==> src/rtl/axi4_master_bridge.sv <==
// Single-outstanding AXI4 master: converts a cache-side request port into one INCR burst at a
// time, streaming read beats to the client and pulling write beats from it.
module axi4_master_bridge #(
  parameter logic [3:0] AXI_ID  = 4'h0,
  parameter logic [7:0] MAX_LEN = 8'd7
) (
  input  logic        aclk,
  input  logic        areset,
  // client request port
  input  logic        req_valid,
  output logic        req_ready,
  input  logic        req_write,
  input  logic [31:0] req_addr,
  input  logic [7:0]  req_len,
  // client write beats
  input  logic        wd_valid,
  output logic        wd_ready,
  input  logic [63:0] wd_data,
  input  logic [7:0]  wd_strb,
  // client read beats
  output logic        rd_valid,
  input  logic        rd_ready,
  output logic [63:0] rd_data,
  output logic        rd_last,
  // completion
  output logic        done,
  output logic        err,
  // AR channel
  output logic [31:0] araddr,
  output logic [7:0]  arlen,
  output logic [3:0]  arid,
  output logic [2:0]  arsize,
  output logic [1:0]  arburst,
  output logic        arlock,
  output logic [3:0]  arcache,
  output logic [2:0]  arprot,
  output logic        arvalid,
  input  logic        arready,
  // R channel
  input  logic [63:0] rdata,
  input  logic [1:0]  rresp,
  input  logic        rlast,
  input  logic [3:0]  rid,
  input  logic        rvalid,
  output logic        rready,
  // AW channel
  output logic [31:0] awaddr,
  output logic [7:0]  awlen,
  output logic [3:0]  awid,
  output logic [2:0]  awsize,
  output logic [1:0]  awburst,
  output logic        awlock,
  output logic [3:0]  awcache,
  output logic [2:0]  awprot,
  output logic        awvalid,
  input  logic        awready,
  // W channel
  output logic [63:0] wdata,
  output logic [7:0]  wstrb,
  output logic        wlast,
  output logic [3:0]  wid,
  output logic        wvalid,
  input  logic        wready,
  // B channel
  input  logic [1:0]  bresp,
  input  logic [3:0]  bid,
  input  logic        bvalid,
  output logic        bready
);

  localparam logic [2:0] StIdle  = 3'd0;
  localparam logic [2:0] StRaddr = 3'd1;
  localparam logic [2:0] StRdata = 3'd2;
  localparam logic [2:0] StWrite = 3'd3;
  localparam logic [2:0] StWresp = 3'd4;
  localparam logic [2:0] StDone  = 3'd5;

  logic [2:0]  state_q, state_d;
  logic [31:0] addr_q, addr_d;
  logic [7:0]  len_q, len_d;
  logic [7:0]  rcnt_q, rcnt_d;
  logic [7:0]  wcnt_q, wcnt_d;
  logic        aw_done_q, aw_done_d;
  logic        w_done_q, w_done_d;
  logic        err_q, err_d;
  // Low through reset and for the first cycle after it, so req_ready stays low meanwhile.
  logic        live_q;

  logic ar_hs, r_hs, aw_hs, w_hs, w_last_beat;

  // Only one transaction is ever outstanding, so the response IDs carry no information.
  logic unused_ids;
  assign unused_ids = ^{rid, bid};

  assign ar_hs       = (state_q == StRaddr) && arready;
  assign r_hs        = (state_q == StRdata) && rvalid && rd_ready;
  assign aw_hs       = (state_q == StWrite) && !aw_done_q && awready;
  assign w_hs        = (state_q == StWrite) && !w_done_q && wd_valid && wready;
  assign w_last_beat = (wcnt_q == len_q);

  always_ff @(posedge aclk) begin
    if (areset) begin
      state_q   <= StIdle;
      addr_q    <= 32'h0;
      len_q     <= 8'h0;
      rcnt_q    <= 8'h0;
      wcnt_q    <= 8'h0;
      aw_done_q <= 1'b0;
      w_done_q  <= 1'b0;
      err_q     <= 1'b0;
      live_q    <= 1'b0;
    end else begin
      state_q   <= state_d;
      addr_q    <= addr_d;
      len_q     <= len_d;
      rcnt_q    <= rcnt_d;
      wcnt_q    <= wcnt_d;
      aw_done_q <= aw_done_d;
      w_done_q  <= w_done_d;
      err_q     <= err_d;
      live_q    <= 1'b1;
    end
  end

  always_comb begin
    state_d   = state_q;
    addr_d    = addr_q;
    len_d     = len_q;
    rcnt_d    = rcnt_q;
    wcnt_d    = wcnt_q;
    aw_done_d = aw_done_q;
    w_done_d  = w_done_q;
    err_d     = err_q;
    unique case (state_q)
      StIdle: begin
        if (live_q && req_valid) begin
          addr_d    = req_addr;
          len_d     = (req_len > MAX_LEN) ? MAX_LEN : req_len;
          rcnt_d    = 8'h0;
          wcnt_d    = 8'h0;
          aw_done_d = 1'b0;
          w_done_d  = 1'b0;
          err_d     = 1'b0;
          state_d   = req_write ? StWrite : StRaddr;
        end
      end
      StRaddr: begin
        if (ar_hs) begin
          state_d = StRdata;
        end
      end
      StRdata: begin
        if (r_hs) begin
          if (rcnt_q != 8'hff) begin
            rcnt_d = rcnt_q + 8'd1;
          end
          if (rresp != 2'b00) begin
            err_d = 1'b1;
          end
          if (rlast) begin
            if (rcnt_q != len_q) begin
              err_d = 1'b1;
            end
            state_d = StDone;
          end else if (rcnt_q >= len_q) begin
            // Slave overran the requested length; keep draining until rlast.
            err_d = 1'b1;
          end
        end
      end
      StWrite: begin
        if (aw_hs) begin
          aw_done_d = 1'b1;
        end
        if (w_hs) begin
          wcnt_d = wcnt_q + 8'd1;
          if (w_last_beat) begin
            w_done_d = 1'b1;
          end
        end
        if ((aw_done_q || aw_hs) && (w_done_q || (w_hs && w_last_beat))) begin
          state_d = StWresp;
        end
      end
      StWresp: begin
        if (bvalid) begin
          if (bresp != 2'b00) begin
            err_d = 1'b1;
          end
          state_d = StDone;
        end
      end
      StDone: begin
        err_d   = 1'b0;
        state_d = StIdle;
      end
      default: begin
        state_d = StIdle;
      end
    endcase
  end

  always_comb begin
    req_ready = live_q && (state_q == StIdle);

    arvalid = (state_q == StRaddr);
    araddr  = addr_q;
    arlen   = len_q;
    arid    = AXI_ID;

    rready   = (state_q == StRdata) && rd_ready;
    rd_valid = (state_q == StRdata) && rvalid;
    rd_data  = rdata;
    rd_last  = (state_q == StRdata) && rlast;

    awvalid = (state_q == StWrite) && !aw_done_q;
    awaddr  = addr_q;
    awlen   = len_q;
    awid    = AXI_ID;

    wvalid   = (state_q == StWrite) && !w_done_q && wd_valid;
    wd_ready = (state_q == StWrite) && !w_done_q && wready;
    wdata    = wd_data;
    wstrb    = wd_strb;
    wlast    = w_last_beat;
    wid      = AXI_ID;

    bready = (state_q == StWresp);
    done   = (state_q == StDone);
    err    = err_q;
  end

  assign arsize  = 3'd3;
  assign awsize  = 3'd3;
  assign arburst = 2'b01;
  assign awburst = 2'b01;
  assign arlock  = 1'b0;
  assign awlock  = 1'b0;
  assign arcache = 4'h0;
  assign awcache = 4'h0;
  assign arprot  = 3'h0;
  assign awprot  = 3'h0;

endmodule
==> config.mk <==
export PLATFORM = sky130hd
export DESIGN_NAME = axi4_master_bridge
export DESIGN_NICKNAME = d
export VERILOG_FILES = /design/src/rtl/axi4_master_bridge.sv
export SDC_FILE = /design/constraint.sdc
export NUM_CORES = 1
export LEC_CHECK = 0
export BUFFER_PORTS_ARGS = -buffer_cell sky130_fd_sc_hd__buf_2
export CORE_AREA = 3 3 180 182
export CTS_BUF_LIST = sky130_fd_sc_hd__clkbuf_8 sky130_fd_sc_hd__clkbuf_16
export DETAILED_ROUTE_END_ITERATION = 8
export DIE_AREA = 0 0 183 185
export SLEW_MARGIN = 15
export SYNTH_ARGS = -nofsm -noshare
export SYNTH_HDL_FRONTEND = slang
export SYNTH_SLANG_ARGS = --single-unit
==> constraint.sdc <==
create_clock -name aclk -period 2.1 [get_ports aclk]
set_input_delay 0.42 -clock aclk [delete_from_list [all_inputs] [get_ports aclk]]
set_output_delay 0.42 -clock aclk [all_outputs]
set_load 0.02 [all_outputs]
# After elaboration in Yosys (flattened, before gate mapping)
# Cells that the tools add are included.
# Widths: inputs -> output; s select.
dict set report totals {
  input_bits 200
  elab_cells 94
  register_bits 63
  out_inout_bits 266
}
dict set report classes {
  eq_ne 19
  reduce_logical 32
  magnitude_cmp 2
  muxes 30
  add_sub_neg 2
}
# cell count
set ops {}
lappend ops {{$mux 8} 5}
lappend ops {{$pmux 8 s2} 2}
lappend ops {{$mux 3} 6}
lappend ops {{$add 8x1->8 const B} 2}
lappend ops {{$logic_and 1x1->1} 15}
lappend ops {{$pmux 3 s5} 1}
lappend ops {{$ne 2x2->1 const B} 7}
lappend ops {{$mux 1} 12}
lappend ops {{$eq 8x8->1} 1}
lappend ops {{$ge 8x8->1} 1}
lappend ops {{$gt 8x3->1 const B} 1}
lappend ops {{$ne 2x1->1 const B} 4}
lappend ops {{$ne 8x8->1} 1}
lappend ops {{$ne 8x8->1 const B} 1}
lappend ops {{$reduce_and 4->1} 2}
lappend ops {{$reduce_bool 2->1} 4}
lappend ops {{$eq 3x2->1 const B} 2}
lappend ops {{$eq 3x3->1 const B} 2}
lappend ops {{$reduce_and 3->1} 2}
lappend ops {{$reduce_and 6->1} 1}
lappend ops {{$reduce_and 5->1} 1}
lappend ops {{$pmux 1 s2} 2}
lappend ops {{$pmux 1 s4} 1}
lappend ops {{$reduce_bool 4->1} 1}
lappend ops {{6 further kinds} 8}

# Longest topological paths before layout
# Gate-level depths: netlist of the first run.
dict set report logic_depth {
  depth_word 9
  ltp_mapped 7
  depth_no_buf 7
}

# Least setup slack after synthesis of the first run
# No wires, ideal clock.
dict set report synth_path {
  path_kind {register to register}
  start {register state_q[0]}
  end {register rcnt_q[6]}
  path_buffers 2
  setup_slack_ps 223
  t_arrival_ps 1762
  period_less_slack_ps 1877
  required_time_ps 1984
  setup_ps 116
  stages_incl_launch_ff 8
  path_cell_list {dfxtp_1 > buf_4 > nor4b_4 > nand2_2 > buf_4 > a2111oi_4 > xnor2_1 > nor2_2}
}
dict set report synth_via {
  elab_chain_cells 5
  elab_cells_between_ends 10
  classes_between {eq/ne: 4; mux: 1; reduce/logical: 5}
}
# element line
set synth_lines {}
lappend synth_lines {{from (decl)} 78} ;# logic [2:0] state_q, state_d;
lappend synth_lines {{from (signal assigned)} 103} ;# state_q <= StIdle;
lappend synth_lines {{from (signal assigned)} 113} ;# state_q <= state_d;
lappend synth_lines {{$eq 3x2->1} {96, 134}}
lappend synth_lines {{$logic_and 1x1->1 (2 in a row)} 96} ;# assign r_hs = (state_q == StRdata) && rvalid && rd_ready;
lappend synth_lines {{$ne 2x2->1 (no line)} n/a}
lappend synth_lines {{$reduce_and 4->1 (no line)} n/a}
lappend synth_lines {{to (signal assigned)} 116} ;# rcnt_q <= rcnt_d;
lappend synth_lines {{to (decl)} 81} ;# logic [7:0] rcnt_q, rcnt_d;
# Several ways; a longest one is shown, not always the timed one.
# A chain may end at the register's enable or synchronous reset.

# Worst setup path after layout of the first run
dict set report layout_path {
  start {register state_q[2]}
  end {output rd_last}
}
dict set report layout_via {
  elab_chain_cells 2
}
# element line
set layout_lines {}
lappend layout_lines {{$eq 3x2->1} 214} ;# rd_last = (state_q == StRdata) && rlast;
lappend layout_lines {{$logic_and 1x1->1} 214}
lappend layout_lines {{to (decl)} 24} ;# output logic rd_last,
# Every way passes these cells.

==> results of run 1 <==
logic make-up after synthesis:
kind of cell / synth area share (%)
other: 0.165
XOR/XNOR: 3.66
adder cells (fa/ha/maj): 2.75
AND/OR/NAND/NOR: 15.7
flip-flops: 27.7
AO/OA/AOI/OAI: 10.8
multiplexers: 0.440
buffers and inverters: 38.6
metal layers:
| layer | track usage (%) | vias up | part of all wire, % |
|---|---|---|---|
| met2 | 11.5 | 202 | 47 |
| met5 | 0 | - | 0.11 |
| met1 | 6.94 | 1438 | 37 |
| met3 | 3.22 | 69 | 11 |
| met4 | 4.63 | 2 | 4.8 |
| li1 | - | 1533 | - |
flip-flops by register name, indices dropped and copies added (netlist names), 3 cells and up:
signal   cells
araddr      32
arlen        8
rcnt_q       8
state_q      3
wcnt_q       8
timing repair:
action                     in CTS  in global routing
buffers inserted                0                  0
pin swaps                       0                  1
setup endpoints to repair       2                  5
gates resized for setup         2                  4
worst max path at each step:
stage                          start    endpoint  slack (ps)  cells after the start
after floorplan           state_q[0]   rcnt_q[6]         220                      7
after global placement    state_q[2]   rcnt_q[5]         230                      6
after detailed placement  state_q[2]  state_q[1]         140                      6
after CTS                 state_q[2]     awvalid           6                      5
after global routing      state_q[2]  state_q[1]         -10                      6
final                     state_q[2]     rd_last         120                      4
metrics by stage:
stage                     hold slack (ps)  TNS [ps]  cells  area [µm²]
after floorplan                       442         0    601        4680
after global placement                450         0    921        4300
after detailed placement              461         0    921        4300
after CTS                             288         0    937        4580
after global routing                  306     -13.7    937        4590
final                                 309         0    939        4600
final cells by class:
type                            count  area share, %
Antenna cell                        2          0.109
Clock buffer                        9           4.90
Clock inverter                      7           1.20
Inverter                           15           1.22
Multi-Input combinational cell    290           36.4
Sequential cell                    63           27.5
Tap cell                          396           10.8
Timing Repair Buffer              157           17.9
where the power goes:
group          leakage, nW  switching (W)  internal (W)
clock                0.133       0.000619      0.000810
sequential           0.513       0.000139       0.00132
combinational         1.33       0.000947      0.000534
total                 1.98        0.00170       0.00267
layout by cell type (no fill, tap or decap), drive strengths merged, types with 8 or more instances in the layout:
master	n
a21oi	39
clkbuf	9
and2	8
ha	10
nand4	10
buf	157
dfxtp	63
inv	17
nand2	72
conb	38
xnor2	17
nor2	31
critical path, cell delays in order (launching register included):
cell,delay (ps)
dfxtp_1,340
buf_4,190
nor3b_4,330
and2_1,200
buf_2,170
==> flow_summary.json, run 1 <==
{
  "cp.required_ps": 1680,
  "die_y_um": 185,
  "multi_input_area_um2": 1670,
  "tritoncts": "built",
  "htree_num_levels": 3,
  "finalCritPeriodShare_pct": 94.5,
  "synth_top_area_share_pct": 35.7,
  "coreArea_um2": 30700,
  "io_pins": 466,
  "hold_viol_final": 0,
  "setup_viol": 0,
  "hpwl_um": 9980,
  "rows": 64,
  "syn_area_um2": 4550,
  "insertion_delay_ps": 340,
  "yosysMostFrequentCell": "buf_4",
  "synth_cell_types": 52,
  "r2r-start": "state_q[2]",
  "ys_ff_latch": 63,
  "synth_flop_cell": "dfxtp_1",
  "path_class": "flop to output port",
  "r2r_setup_slack_ps": 130,
  "peakVddDrop_mv": 0.286,
  "r2r_end": "state_q[1]",
  "grt_usage_pct": 6.92,
  "synth_common_cells": "buf_4 (216), nand2_1 (71), dfxtp_1 (63), a21oi_1 (39), nor2_1 (30)",
  "grt_pass1_wl_um": 17000,
  "total_leakage_power_nw": 1.98,
  "clockRootBuffer": "clkbuf_16",
  "drc": 0,
  "crit_arrival_ps": 1560,
  "rsz0062_at_grt": "true",
  "min_from": "req_addr[17]",
  "hold_depth": 3,
  "reg2reg_depth": 6,
  "fmax_mhz": 504,
  "grt_max_degree": 37,
  "clk_pin_slew_ps": 60,
  "drive_gt1_share_pct": 35.7,
  "power_density_nw_per_um2": 950,
  "setup_ws_ps": 115,
  "routed_wl_um": 12300,
  "cts_sinks": 63,
  "antenna_found_initial": 2,
  "hold_class": "input port to flop",
  "status": "completed",
  "drv_slew": 0,
  "drt_iter0_markers": 103,
  "ctsHoldBuffers": 0,
  "yosysWarnings": 0,
  "antenna_left": 0,
  "grt_pass1_vias": 2947,
  "fp.dieArea_um2": 33900,
  "fin_crit_ps": 1980,
  "vias": 3244,
  "cts_buffers": 9,
  "die_x_um": 183,
  "whs_endpoint": "araddr[17]",
  "initial_core_util_pct": 14.8,
  "regArea_um2": 1260,
  "netlist_top_cells_area": "buf_4 (36%), dfxtp_1 (28%), nand2_1 (5.9%), a21oi_1 (4.3%), xnor2_1 (3.3%)",
  "synth_async_sr_flop_share_pct": 0,
  "n_fill_cell": 3529,
  "nets": 746,
  "io_buffer_count": 147,
  "pre_cts_ws_ps": 138,
  "place.gp.congestion": 0.734,
  "power.total_w": 0.00437,
  "post-route-util_pct": 15.0,
  "syn_inst": 565,
  "routedWlPerCell_um": 13.1,
  "syn_to_final_growth_pct": 1.16,
  "cp-end-kind": "output port",
  "synth_largest_area_cell": "buf_4",
  "overflow": 0,
  "vias_per_cell": 3.45,
  "synth-edff-count": 0,
  "first_pass_iters": 4,
  "fin_worst_skew_ps": 15.0,
  "crit_fanout": 11,
  "cts_buffer_depth": 2,
  "seq_area_frac_synth_pct": 27.7,
  "setup.worst_path.start_class": "flop",
  "synth.avg_cell_area_um2": 8.05,
  "cap_violations": 0
}
Note: power is estimated with default switching activity, not from simulation.
==> run 2, diff against run 1 <==
--- a/config.mk
+++ b/config.mk
@@ -6,10 +6,10 @@
 export NUM_CORES = 1
 export LEC_CHECK = 0
 export BUFFER_PORTS_ARGS = -buffer_cell sky130_fd_sc_hd__buf_2
-export CORE_AREA = 3 3 180 182
-export CTS_BUF_LIST = sky130_fd_sc_hd__clkbuf_8 sky130_fd_sc_hd__clkbuf_16
+export CORE_AREA = 3 3 182 184
+export CTS_BUF_LIST = sky130_fd_sc_hd__clkbuf_2 sky130_fd_sc_hd__clkbuf_4 sky130_fd_sc_hd__clkbuf_8
 export DETAILED_ROUTE_END_ITERATION = 8
-export DIE_AREA = 0 0 183 185
+export DIE_AREA = 0 0 185 187
 export SLEW_MARGIN = 15
 export SYNTH_ARGS = -nofsm -noshare
 export SYNTH_HDL_FRONTEND = slang
==> flow_summary.json, run 2 (synthesized netlist as in run 1, its figures left out) <==
{
  "antenna_found_initial": 0,
  "routedWlPerCell_um": 13.3,
  "cp-end-kind": "output port",
  "crit_fanout": 9,
  "coreArea_um2": 31600,
  "pre_cts_ws_ps": -65.9,
  "crit_arrival_ps": 1530,
  "cts_sinks": 63,
  "hpwl_um": 10300,
  "n_fill_cell": 3634,
  "multi_input_area_um2": 1670,
  "cts_buffer_depth": 2,
  "fin_crit_ps": 1950,
  "clockRootBuffer": "clkbuf_8",
  "vias": 3298,
  "syn_to_final_growth_pct": 1.10,
  "power_density_nw_per_um2": 920,
  "fmax_mhz": 512,
  "tritoncts": "built",
  "drc": 0,
  "status": "completed",
  "path_class": "flop to output port",
  "initial_core_util_pct": 14.4,
  "reg2reg_depth": 6,
  "setup_viol": 0,
  "final_cell_mix": "buf_2 (147), nand2_1 (71), dfxtp_1 (59)",
  "die_y_um": 187,
  "mostFrequentLayoutCell": "buf_2",
  "rsz0062_at_grt": "false",
  "grt_usage_pct": 6.93,
  "grt_pass1_wl_um": 17600,
  "cap_violations": 0,
  "dpl-instance-area_um2": 4350,
  "fp.dieArea_um2": 34600,
  "hold_depth": 3,
  "nets": 753,
  "grt_pass1_vias": 3014,
  "ctsHoldBuffers": 0,
  "drive_gt1_share_pct": 37.0,
  "finalCritPeriodShare_pct": 93.0,
  "fin_worst_skew_ps": 17.0,
  "vias_per_cell": 3.47,
  "cts_buffers": 9,
  "htree_num_levels": 3,
  "hold_viol_final": 0,
  "rows": 65,
  "insertion_delay_ps": 360,
  "cp.required_ps": 1680,
  "largest_register_ffs": 32,
  "routed_wl_um": 12700,
  "fin_hold_ws_ps": 294,
  "total_leakage_power_nw": 2.00,
  "antenna_left": 0,
  "overflow": 0,
  "drv_slew": 0,
  "setup_ws_ps": 146,
  "io_pins": 466,
  "place.gp.congestion": 0.758,
  "post-cts-setup-buffers": 0,
  "num_antenna_cells": 0,
  "io_buffer_count": 147,
  "timing.setup.tns_ps": 0,
  "grt_max_degree": 34,
  "regArea_um2": 1270,
  "slew-limit-headroom_pct": 64.3,
  "first_pass_iters": 4,
  "worst_pin_slew_ps": 536,
  "post-route-cell-area_um2": 4600,
  "hold_class": "input port to flop",
  "clk_pin_slew_ps": 80,
  "drt_iter0_markers": 95,
  "setup.worst_path.start_class": "flop",
  "die_x_um": 185,
  "peakVddDrop_mv": 0.249
}
run 2: final timing paths:
kind | end | slack, ps | startpoint
setup / recovery | wd_ready | 150 | state_q[0]
hold / removal | araddr[6] | 290 | req_addr[6]
setup reg to reg | wcnt_q[6] | 250 | state_q[2]
hold reg to reg | araddr[1] | 470 | araddr[1]
run 2: power by group:
group / switching [W] / leakage [nW] / internal, W
sequential: 0.000132 / 0.514 / 0.00132
clock: 0.000568 / 0.112 / 0.000685
combinational: 0.000954 / 1.37 / 0.000567
total: 0.00165 / 2.00 / 0.00257
run 2: per-stage QoR:
stage                     total power [W]  instances  util (%)
final                             0.00423        950      14.6
after global routing              0.00452        950      14.6
after CTS                         0.00432        950      14.5
after detailed placement          0.00301        934      13.8
after global placement            0.00299        934      13.8
after floorplan                   0.00299        601         -
run 2: per-layer routing:
layer | wire, µm | GRT usage (%) | vias up
li1 | - | - | 1548
met1 | 4560 | 6.73 | 1486
met2 | 6150 | 11.8 | 195
met3 | 1190 | 2.43 | 69
met4 | 785 | 5.51 | 0
met5 | 0 | 0 | -
run 2: final cells by class:
cell class | instances | share of cell area [%]
Timing Repair Buffer | 164 | 18.9
Clock buffer | 9 | 2.70
Sequential cell | 63 | 27.6
Multi-Input combinational cell | 290 | 36.4
Clock inverter | 7 | 2.29
Inverter | 15 | 1.23
Tap cell | 402 | 10.9
run 2: timing repair:
| action | 4_1_cts | 5_1_grt |
|---|---|---|
| endpoints found under the setup margin | 9 | 4 |
| pin swaps | 0 | 0 |
| gates resized for setup | 5 | 5 |
| cloned | 0 | 0 |
| endpoints found under the hold margin | 0 | 0 |
run 2: critical path, cell delays in order, from the launching register on:
cell	delay, ps
dfxtp_2	420
buf_4	190
and4bb_2	290
and2_1	130
buf_2	150
